## config.mk

```make
export PLATFORM = sky130hd
export DESIGN_NAME = uart_rx_fifo
export DESIGN_NICKNAME = d
export VERILOG_FILES = /design/src/rtl/uart_pkg.sv /design/src/rtl/uart_rx_fifo_timer.sv /design/src/rtl/uart_rx_fifo.sv
export SDC_FILE = /design/constraint.sdc
export NUM_CORES = 1
export LEC_CHECK = 0
export CAP_MARGIN = 20
export CORE_UTILIZATION = 34
export CTS_BUF_LIST = sky130_fd_sc_hd__clkbuf_8
export CTS_CLUSTER_DIAMETER = 100
export DETAILED_ROUTE_END_ITERATION = 12
export PLACE_DENSITY = 0.56
export SLEW_MARGIN = 20
export SYNTH_ARGS = -nofsm -noshare
export SYNTH_HDL_FRONTEND = slang
export SYNTH_SLANG_ARGS = --single-unit
```

## constraint.sdc

```tcl
create_clock -name PCLK -period 5 [get_ports PCLK]
set_input_delay 0.5 -clock PCLK [delete_from_list [all_inputs] [get_ports PCLK]]
set_output_delay 0.5 -clock PCLK [all_outputs]
set_load 0.1 [all_outputs]
```

## src/rtl/uart_pkg.sv

```systemverilog
// Shared UART definitions: byte width, RX FIFO depth, RX data register offset
// and the RX FIFO level type.
package uart_pkg;

  localparam int unsigned UART_DATA_W        = 8;
  localparam int unsigned UART_RX_FIFO_DEPTH = 16;
  localparam int unsigned UART_RX_FIFO_AW    = $clog2(UART_RX_FIFO_DEPTH);
  localparam logic [7:0]  UART_RX_DATA_OFFSET = 8'h03;

  typedef logic [UART_RX_FIFO_AW:0] uart_rx_level_t;

endpackage

```

## src/rtl/uart_rx_fifo_timer.sv

```systemverilog
// Idle counter for the RX FIFO: raises timeout_o once a non-empty FIFO has seen
// no push or pop for limit_i cycles. Built only under UART_RX_FIFO_TIMEOUT_EN.
module uart_rx_fifo_timer #(
  parameter int unsigned CNT_W = 32
) (
  input  logic             clk_i,
  input  logic             rst_i,
  input  logic             activity_i,
  input  logic             empty_i,
  input  logic [CNT_W-1:0] limit_i,
  output logic             timeout_o
);

  logic [CNT_W-1:0] cnt_q, cnt_d;
  logic             timeout_q, timeout_d;
  logic             clear;

  always_comb begin
    clear     = activity_i || empty_i || (limit_i == '0);
    cnt_d     = cnt_q;
    timeout_d = timeout_q;
    if (clear) begin
      cnt_d     = '0;
      timeout_d = 1'b0;
    end else begin
      // Saturate so a long idle period never wraps back below the limit.
      if (cnt_q != '1) cnt_d = cnt_q + {{(CNT_W-1){1'b0}}, 1'b1};
      if (cnt_q >= limit_i) timeout_d = 1'b1;
    end
  end

  always_ff @(posedge clk_i) begin
    if (rst_i) begin
      cnt_q     <= '0;
      timeout_q <= 1'b0;
    end else begin
      cnt_q     <= cnt_d;
      timeout_q <= timeout_d;
    end
  end

  assign timeout_o = timeout_q;

endmodule

```

## src/rtl/uart_rx_fifo.sv

```systemverilog
// Show-ahead RX byte FIFO between UART receiver and APB register file.
// Define UART_RX_FIFO_TIMEOUT_EN to build the idle-timeout counter.
module uart_rx_fifo
  import uart_pkg::*;
#(
  parameter  int unsigned DATA_W = UART_DATA_W,
  parameter  int unsigned DEPTH  = UART_RX_FIFO_DEPTH,
  localparam int unsigned AW     = $clog2(DEPTH)
) (
  input  logic              PCLK,
  input  logic              rst,
  input  logic              wr_valid,
  input  logic [DATA_W-1:0] wr_data,
  input  logic              rd_req,
  output logic [DATA_W-1:0] rd_data,
  output logic              empty,
  output logic              full,
  output logic [AW:0]       level,
  input  logic [AW:0]       thresh,
  output logic              thresh_hit,
  output logic              overrun,
  input  logic              ovr_clr,
  input  logic [31:0]       timeout_cycles,
  output logic              timeout
);

  logic [DATA_W-1:0] mem_q [DEPTH];
  logic [AW:0]       wr_ptr_q, wr_ptr_d;
  logic [AW:0]       rd_ptr_q, rd_ptr_d;
  logic [AW:0]       level_d;
  logic              thresh_hit_q, thresh_hit_d;
  logic              overrun_q, overrun_d;
  logic              push, pop, drop;

  assign empty = (wr_ptr_q == rd_ptr_q);
  assign full  = (wr_ptr_q[AW-1:0] == rd_ptr_q[AW-1:0]) && (wr_ptr_q[AW] != rd_ptr_q[AW]);
  assign level = wr_ptr_q - rd_ptr_q;

  always_comb begin
    pop  = rd_req && !empty;
    // A full FIFO still accepts when a pop frees a slot in the same cycle.
    push = wr_valid && (!full || rd_req);
    drop = wr_valid && full && !rd_req;

    wr_ptr_d     = wr_ptr_q + {{AW{1'b0}}, push};
    rd_ptr_d     = rd_ptr_q + {{AW{1'b0}}, pop};
    level_d      = wr_ptr_d - rd_ptr_d;
    thresh_hit_d = (thresh != '0) && (level_d >= thresh);
    overrun_d    = (overrun_q && !ovr_clr) || drop;
  end

  always_ff @(posedge PCLK) begin
    if (rst) begin
      wr_ptr_q     <= '0;
      rd_ptr_q     <= '0;
      thresh_hit_q <= 1'b0;
      overrun_q    <= 1'b0;
    end else begin
      wr_ptr_q     <= wr_ptr_d;
      rd_ptr_q     <= rd_ptr_d;
      thresh_hit_q <= thresh_hit_d;
      overrun_q    <= overrun_d;
    end
  end

  always_ff @(posedge PCLK) begin
    if (push && !rst) mem_q[wr_ptr_q[AW-1:0]] <= wr_data;
  end

  assign rd_data    = empty ? '0 : mem_q[rd_ptr_q[AW-1:0]];
  assign thresh_hit = thresh_hit_q;
  assign overrun    = overrun_q;

`ifdef UART_RX_FIFO_TIMEOUT_EN
  uart_rx_fifo_timer #(
    .CNT_W (32)
  ) u_timer (
    .clk_i      (PCLK),
    .rst_i      (rst),
    .activity_i (push || pop),
    .empty_i    (empty),
    .limit_i    (timeout_cycles),
    .timeout_o  (timeout)
  );
`else
  logic unused_timeout_cycles;
  assign unused_timeout_cycles = ^timeout_cycles;
  assign timeout = 1'b0;
`endif

endmodule

```

# Word-level counts from Yosys, hierarchy flattened
# Memory sizes are Yosys's and may differ from the RTL's. A register that Yosys moved wholly into a read port is not among the register bits.
# Cells that the tools add are included.
dict set report totals {
  ramBits 128
  elab_cells 33
  reg_bits 12
  memories 1
}
dict set report classes {
  mux 4
  eq_ne 3
  order_cmp 1
  reduce_logical 16
  addsub 4
}
# name words word_bits read_ports rd_clocked_by_memory_dff write_ports line_no
set mem_list {}
lappend mem_list {mem_q 16 8 1 1 1 uart_rx_fifo.sv:27} ;# logic [DATA_W-1:0] mem_q [DEPTH];
# operator count
set op_table {}
lappend op_table {{$add A5 B1 Y5} 2}
lappend op_table {{$sub A5 B5 Y5} 2}
lappend op_table {{$logic_and A1 B1 Y1} 8}
lappend op_table {{$mux W8} 1}
lappend op_table {{$eq A5 B5 Y1} 1}
lappend op_table {{$ge A5 B5 Y1} 1}
lappend op_table {{$logic_not A1 Y1} 5}
lappend op_table {{$reduce_bool A5 Y1} 1}
lappend op_table {{$eq A4 B4 Y1} 1}
lappend op_table {{$mux W4} 1}
lappend op_table {{$logic_or A1 B1 Y1} 2}
lappend op_table {{$mux W1} 2}
lappend op_table {{$ne A1 B1 Y1} 1}

# Depth between registers and ports, before layout
# Gate-level depths: netlist of run 1.
dict set report logic_depth {
  word_depth 9
  mapped_depth 17
  ltp_nobuf 16
}

# Least setup slack after synthesis of run 1
# OpenSTA, ideal clock, no wires.
dict set report synth_path {
  path_kind {reg-to-reg}
  start {register rd_ptr_q[3]}
  end {register thresh_hit_q, in the netlist thresh_hit}
  path_slack_ns 0.097
  t_arrival_ns 4.782
  synth_period_minus_slack_ns 4.903
  required_time_ns 4.878
  stages_incl_launch_ff 17
  path_buffers 1
  setup_time_ns 0.122
  cell_sequence {dfxtp_1 -> inv_2 -> buf_2 -> ha_1 -> nand4_1 -> nor2_1 -> nor2b_1 -> ha_1 -> ha_1 -> fa_1 -> maj3_1 -> inv_1 -> a21oi_1 -> xnor2_1 -> ha_1 -> o21ai_0 -> a21oi_1}
}
# element line_no
set synth_lines {}
lappend synth_lines {{start: declaration} uart_rx_fifo.sv:29} ;# logic [AW:0] rd_ptr_q, rd_ptr_d;
lappend synth_lines {{start signal: assignment} uart_rx_fifo.sv:60} ;# rd_ptr_q <= rd_ptr_d;
lappend synth_lines {{$eq A5 B5 Y1} uart_rx_fifo.sv:35} ;# assign empty = (wr_ptr_q == rd_ptr_q);
lappend synth_lines {{named net empty} uart_rx_fifo.sv:16} ;# output logic empty,
lappend synth_lines {{$logic_not A1 Y1} uart_rx_fifo.sv:40} ;# pop = rd_req && !empty;
lappend synth_lines {{$logic_and A1 B1 Y1} uart_rx_fifo.sv:40}
lappend synth_lines {{$add A5 B1 Y5} uart_rx_fifo.sv:46} ;# rd_ptr_d = rd_ptr_q + {{AW{1'b0}}, pop};
lappend synth_lines {{named net rd_ptr_d[1]} uart_rx_fifo.sv:29}
lappend synth_lines {{$sub A5 B5 Y5} uart_rx_fifo.sv:47} ;# level_d = wr_ptr_d - rd_ptr_d;
lappend synth_lines {{$ge A5 B5 Y1} uart_rx_fifo.sv:48} ;# thresh_hit_d = (thresh != '0) && (level_d >= thresh);
lappend synth_lines {{$logic_and A1 B1 Y1} uart_rx_fifo.sv:48}
lappend synth_lines {{end signal: assignment} uart_rx_fifo.sv:61} ;# thresh_hit_q <= thresh_hit_d;
lappend synth_lines {{end: declaration} uart_rx_fifo.sv:31} ;# logic thresh_hit_q, thresh_hit_d;
# The timed path passes the listed nets, and every way through them passes these cells.
# A chain may end at the register's enable or synchronous reset.

# Final worst setup path of run 1
dict set report layout_path {
  start {register rd_ptr_q[3]}
  end {register thresh_hit_q, in the netlist thresh_hit}
}
dict set report layout_between {
  elab_chain_cells 9
}
# element line_no
set layout_rtl {}
lappend layout_rtl {{$eq A4 B4 Y1} uart_rx_fifo.sv:36} ;# assign full = (wr_ptr_q[AW-1:0] == rd_ptr_q[AW-1:0]) && (wr_ptr_q[AW] != rd_ptr_q[AW]);
lappend layout_rtl {{$logic_and A1 B1 Y1} uart_rx_fifo.sv:36}
lappend layout_rtl {{$logic_not A1 Y1} uart_rx_fifo.sv:42} ;# push = wr_valid && (!full || rd_req);
lappend layout_rtl {{$logic_or A1 B1 Y1} uart_rx_fifo.sv:42}
lappend layout_rtl {{$logic_and A1 B1 Y1} uart_rx_fifo.sv:42}
lappend layout_rtl {{$add A5 B1 Y5} uart_rx_fifo.sv:45} ;# wr_ptr_d = wr_ptr_q + {{AW{1'b0}}, push};
lappend layout_rtl {{named net wr_ptr_d[1]} uart_rx_fifo.sv:28} ;# logic [AW:0] wr_ptr_q, wr_ptr_d;
lappend layout_rtl {{$sub A5 B5 Y5} uart_rx_fifo.sv:47}
lappend layout_rtl {{$ge A5 B5 Y1} uart_rx_fifo.sv:48}
lappend layout_rtl {{$logic_and A1 B1 Y1} uart_rx_fifo.sv:48}
# The timed path passes the listed nets, and every way through them passes these cells.

==> reports/metrics.csv, run 1 <==
metric;value;unit
outcome;finished, final reports clean;
Avg Cell Area, Syn;17.47;µm²
share of cells above drive strength 1;0.1965;
Die H;134.4;µm
post-synthesis sequential area ratio;0.6857;
Max Clk Rate;0.2324;GHz
Startpoint Class;register;
Crit Path Class;reg -> reg;
Final Util;0.4049;
post-place setup slack;0.6866;ns
FF-to-FF setup slack;0.70;ns
crit path DAT;4.63;ns
DRC viols;0;
initial antenna violation count;0;
fin crit period;4.302;ns
first drt pass iteration count;4;
gr usage total;0.1393;
Worst Hold Class;reg -> reg;
Setup Buffers After CTS;0;
Final WS setup;0.6977;ns
vias per cell;4.820;
Inst Count DP;590;
CTS resizes;0;
Clock Sinks;140;
worst slew pin tran;0.9869;ns
Die X;134.4;µm
Post-Synthesis Cell Area;5956;µm²
Syn. warnings;0;
Clk pin slew, worst setup/hold paths;0.08;ns
P_leak;2.333;nW
Slew headroom;0.3396;
vias in the first global route;3111;
Synth Register Bits;140;
setup_tns;0;ns
Pwr Total;3.072;mW
total routed wirelength;11520;µm
Core Rows;48;
largest net degree at the start of global routing;39;
non-filler instance count after layout;622;
Worst Path Required;5.32;ns
syn_nets;409;
grt ovf;0;
CTS tree;done;
clk root buf;clkbuf_8;
Slew Viols, Final;0;
clk_lat worst skew;0.44;ns
gpl congestion;0.7410;
Detail Route Antenna Nets;0;
Max Buffers Root-to-Sink;2;
DR WL/cell;18.52;µm
Syn Inst Count;341;
final net count;452;
Post-Route Skew;0.01012;ns
RSZ-0062 raised after global routing;no;
Area growth syn-to-layout;16.79;%
worst-path maximum fanout;18;
Core Region;17180;µm²
IO Pins;68;
Initial DRC Count;219;
port bufs;34;
pwr dens;441.7;nW/µm²
MaxCap Viol Count;0;
maximum VDD drop;0.1809;mV
Final period util;0.8605;
CTS buffer count;17;
Vias;2998;
starting density of the core;0.3467;
DPL Wire Length;7454;µm
H-Tree Depth;4;
ANT cells;0;
first-pass GRT wire length;17990;µm
Final Hold Fails;0;
hold buffer count at CTS;0;
final setup vio count;0;
Yosys cell types;40;
die area;18050;µm²
Critical Path Sink Type;register;
[worst max-delay path: stages (launching register included)]
cell and delay, ns:
dfxtp_1 0.46, inv_2 0.29, ha_1 0.43, nand4_1 0.27, nor3_2 0.27, and2b_2 0.25, ha_1 0.19, ha_1 0.31
inv_1 0.08, fa_1 0.46, maj3_1 0.36, inv_1 0.06, a21oi_1 0.07, xnor2_1 0.18, ha_1 0.25, o21ai_0 0.19
a21oi_1 0.06
[layout by cell type, fill, tap and decap left out, types with 3 or more instances in the layout]
cell | synthesis | final
mux4_2 | 30 | 30
a21oi_1 | 8 | 8
mux2i_1 | 17 | 17
ha_1 | 16 | 16
o22ai_1 | 7 | 7
nor2b_1 | 5 | 5
clkbuf_8 | 0 | 17
xnor2_1 | 12 | 12
clkinv_4 | 0 | 4
bufinv_16 | 0 | 3
clkdlybuf4s50_1 | 0 | 33
nor3_2 | 2 | 4
buf_4 | 4 | 4
nand2_1 | 7 | 7
nand3_1 | 5 | 5
dfxtp_1 | 12 | 10
nor2_1 | 26 | 26
xor2_1 | 3 | 3
edfxtp_1 | 128 | 128
inv_1 | 19 | 19
[metal layers]
metal,global-route usage,part of all wire,vias to the layer above
met1,0.1853,0.47,1549
met4,0.05431,0.011,0
met2,0.2219,0.49,35
met3,0.03175,0.021,9
met5,0,0,-
li1,-,-,1405
[synth_stat cells, drive strengths merged]
library cell,number,area [µm²]
a2111oi,1,15.01
a211oi,2,15.01
a21o,2,15.01
a21oi,8,40.04
a311oi,1,8.760
a31oi,1,6.260
and2b,1,8.760
buf,10,66.31
clkbuf,3,11.26
conb,1,3.750
dfxtp,12,240.2
edfxtp,128,3844
fa,2,40.04
ha,16,200.2
inv,20,75.07
maj3,2,20.02
mux2,1,11.26
mux2i,17,170.2
mux4,30,675.7
nand2,7,26.28
nand2b,1,6.260
nand3,5,25.02
nand3b,2,15.01
nand4,1,6.260
nor2,26,97.59
nor2b,5,31.28
nor3,6,40.04
nor3b,1,12.51
nor4,1,6.260
o21ai,4,20.02
o22ai,7,43.79
or3b,1,11.26
xnor2,13,121.4
xor2,3,26.28
[flip-flops by register name, summed over array words and instances (netlist names)]
signal / count
thresh_hit: 1
mem_q: 128
rd_ptr_q: 5
overrun: 1
wr_ptr_q: 5
[final cells by class]
class                      count  area, µm²
clock buffer                  17      234.0
clock inverter                15      188.9
fill                        1579      10220
inverter                      20      75.07
multi-input combinational    168       1729
sequential                   140       4086
tap                          225      281.5
timing repair buffer          37      360.3
[per-stage QoR]
stage	hold slack, ns	area [µm²]
after floorplan	0.5643	5956
after global placement	0.5844	6533
after detailed placement	0.5993	6533
after CTS	0.6233	6955
after global routing	0.6651	6955
final	0.6080	6955
[final timing paths]
check	from	end	depth (start not counted)
setup / recovery	rd_ptr_q[3]$_SDFF_PP0_	thresh_hit$_SDFF_PP0_	16
setup reg to reg	rd_ptr_q[3]$_SDFF_PP0_	thresh_hit$_SDFF_PP0_	16
hold / removal	overrun$_SDFF_PP0_	overrun$_SDFF_PP0_	3
hold reg to reg	overrun$_SDFF_PP0_	overrun$_SDFF_PP0_	3
[logic make-up (layout without fill, tap and decap cells)]
group | after synthesis | in the layout | synth area share
flip-flops | 140 | 140 | 0.6857
AND/OR/NAND/NOR | 57 | 57 | 0.04811
multiplexers | 48 | 48 | 0.1439
buffers and inverters | 33 | 89 | 0.02563
AO/OA/AOI/OAI | 26 | 26 | 0.02752
adder cells (fa/ha/maj) | 20 | 20 | 0.04370
XOR/XNOR | 16 | 16 | 0.02479
other | 1 | 1 | 0.0006296
[report_power, final]
group	total, mW	switching, mW	internal (mW)
clock	0.966	0.463	0.503
sequential	1.30	0.0101	1.29
combinational	0.806	0.543	0.264
Note: power is estimated with default switching activity, not from simulation.
==> run 2, diff against run 1 <==
--- a/config.mk
+++ b/config.mk
@@ -6,11 +6,12 @@
 export NUM_CORES = 1
 export LEC_CHECK = 0
 export CAP_MARGIN = 20
-export CORE_UTILIZATION = 34
+export CORE_MARGIN = 5
+export CORE_UTILIZATION = 58
 export CTS_BUF_LIST = sky130_fd_sc_hd__clkbuf_8
 export CTS_CLUSTER_DIAMETER = 100
 export DETAILED_ROUTE_END_ITERATION = 12
-export PLACE_DENSITY = 0.56
+export PLACE_DENSITY = 0.85
 export SLEW_MARGIN = 20
 export SYNTH_ARGS = -nofsm -noshare
 export SYNTH_HDL_FRONTEND = slang
==> reports/metrics.csv, run 2 (synthesis gave the netlist of run 1 again) <==
metric;value;unit;change
outcome;finished, final reports clean;;
area of the multi-input gates;1719;µm²;-0.58%
global route hottest layer;met2;;
grt met2 use;0.2984;;+0.07642
internal power;1.957;mW;-4.9%
clk root buf;clkbuf_8;;
Post-Route Skew;0.01456;ns;+0.004440 ns
Logic pwr share;0.267;;+0.005
Pwr Total;2.964;mW;-3.5%
CTS buffer count;17;;unchanged
Worst Path Required;5.32;ns;about the same
grt ovf;0;;unchanged
flip-flop and latch area;4085;µm²;about the same
fin area;6795;µm²;-2.3%
Slew headroom;0.3446;;+0.005012
pwr dens;436.2;nW/µm²;-1.3%
post-place setup slack;0.8678;ns;+0.1813 ns
Core Region;10180;µm²;-41%
placed inst area;6405;µm²;-2.0%
hold buffer count at CTS;0;;unchanged
maximum VDD drop;0.2559;mV;+41%
Flop pwr share;0.438;;+0.015
port bufs;34;;unchanged
Final period util;0.8286;;-0.03185
vias in the first global route;3227;;+3.7%
commonest non-fill, non-tap cells in the layout;edfxtp_1 (128), mux4_2 (30), nor2_1 (26), clkdlybuf4s50_1 (22), inv_1 (19);;
Slew Viols, Final;0;;unchanged
vias per cell;5.753;;+19%
Startpoint Class;register;;
clk_lat worst skew;0.43;ns;about the same
worst-path maximum fanout;8;;-10
Final Hold Fails;0;;unchanged
Die X;111.3;µm;-17%
Critical Path Sink Type;register;;
max reg flops;128;;unchanged
first-pass GRT wire length;17220;µm;-4.3%
gpl congestion;0.8752;;+18%
CTS resizes;0;;unchanged
Clk pin slew, worst setup/hold paths;0.08;ns;about the same
sw frac;0.3399;;+0.009359
ANT cells;0;;unchanged
FILL cells;669;;-58%
crit path DAT;4.46;ns;-0.17 ns
Crit Path Class;reg -> reg;;
Clk pwr share;0.295;;-0.019
Worst Hold Class;reg -> reg;;
IO Pins;68;;unchanged
DPL Wire Length;6935;µm;-7.0%
starting density of the core;0.5848;;+0.2380
largest net degree at the start of global routing;39;;unchanged
final setup vio count;0;;unchanged
setup_tns;0;ns;unchanged
die area;12400;µm²;-31%
Setup Buffers After CTS;0;;unchanged
gr usage total;0.1833;;+0.04397
first drt pass iteration count;5;;+1
total routed wirelength;10650;µm;-7.5%
Initial DRC Count;175;;-20%
sw power;1.007;mW;-0.80%
final net count;455;;+0.66%
H-Tree Depth;4;;unchanged
Clock Sinks;140;;unchanged
Min Hold Slack;0.6111;ns;+0.003038 ns
worst slew pin tran;0.9800;ns;-0.006941 ns
commonest non-fill, non-tap cell in the layout;edfxtp_1;;
DRC viols;0;;unchanged
Die H;111.3;µm;-17%
initial antenna violation count;0;;unchanged
Detail Route Antenna Nets;0;;unchanged
met1 usage;0.2534;;+0.06807
Core Rows;37;;-23%
Area growth syn-to-layout;14.10;%;
share of cells above drive strength 1;0.2231;;+0.02658
P_leak;2.335;nW;+0.12%
Vias;3078;;+2.7%
MaxCap Viol Count;0;;unchanged
RSZ-0062 raised after global routing;no;;
DR WL/cell;19.91;µm;+7.5%
Max Clk Rate;0.2414;GHz;+3.8%
fin crit period;4.143;ns;-0.1592 ns
CTS tree;done;;
Final WS setup;0.8569;ns;+0.1592 ns
met3 Usage GRT;0.03587;;+0.004124
Max Buffers Root-to-Sink;2;;unchanged
[run 2: metal layers]
layer | vias up | part of all wire
met2 | 98 | 0.49
met4 | 0 | 0.011
met1 | 1552 | 0.42
li1 | 1418 | -
met3 | 10 | 0.076
met5 | - | 0
[run 2: worst paths after layout]
check                         start  slack, ns               endpoint  depth (start not counted)
min reg2reg      overrun$_SDFF_PP0_       0.61     overrun$_SDFF_PP0_                          3
max          rd_ptr_q[2]$_SDFF_PP0_       0.86  thresh_hit$_SDFF_PP0_                         16
min              overrun$_SDFF_PP0_       0.61     overrun$_SDFF_PP0_                          3
max reg2reg  rd_ptr_q[2]$_SDFF_PP0_       0.86  thresh_hit$_SDFF_PP0_                         16
[run 2: through the flow]
step,util,cells
detailed placement,0.6289,504
floorplan,-,341
global route,0.6672,535
global placement,0.6289,504
finish,0.6672,535
CTS,0.6672,535
[run 2: power by group through the flow]
stage          Clock [mW]  Combinational [mW]  Sequential, mW
2_1_floorplan           0               0.618            1.34
3_3_place_gp            0               0.789            1.32
3_5_place_dp            0               0.799            1.33
4_1_cts             0.888               0.801            1.30
5_1_grt             0.946               0.839            1.30
6_report            0.874               0.791            1.30
[run 2: worst max-delay path: stages (launching register included)]
cell and delay, ns:
dfxtp_1 0.52, inv_1 0.15, ha_1 0.38, nand4_1 0.26
nor3_2 0.27, and2b_2 0.26, ha_1 0.19, ha_1 0.31
inv_1 0.08, fa_1 0.47, maj3_1 0.37, inv_1 0.06
a21oi_1 0.08, xnor2_1 0.18, ha_1 0.25, o21ai_0 0.16
a21oi_1 0.05
[run 2: cell type report]
cell class                 instances  area share
timing repair buffer              40     0.05229
clock buffer                      17     0.03443
tap                              136     0.02504
multi-input combinational        168      0.2530
clock inverter                    14     0.02302
inverter                          20     0.01105
sequential                       140      0.6012
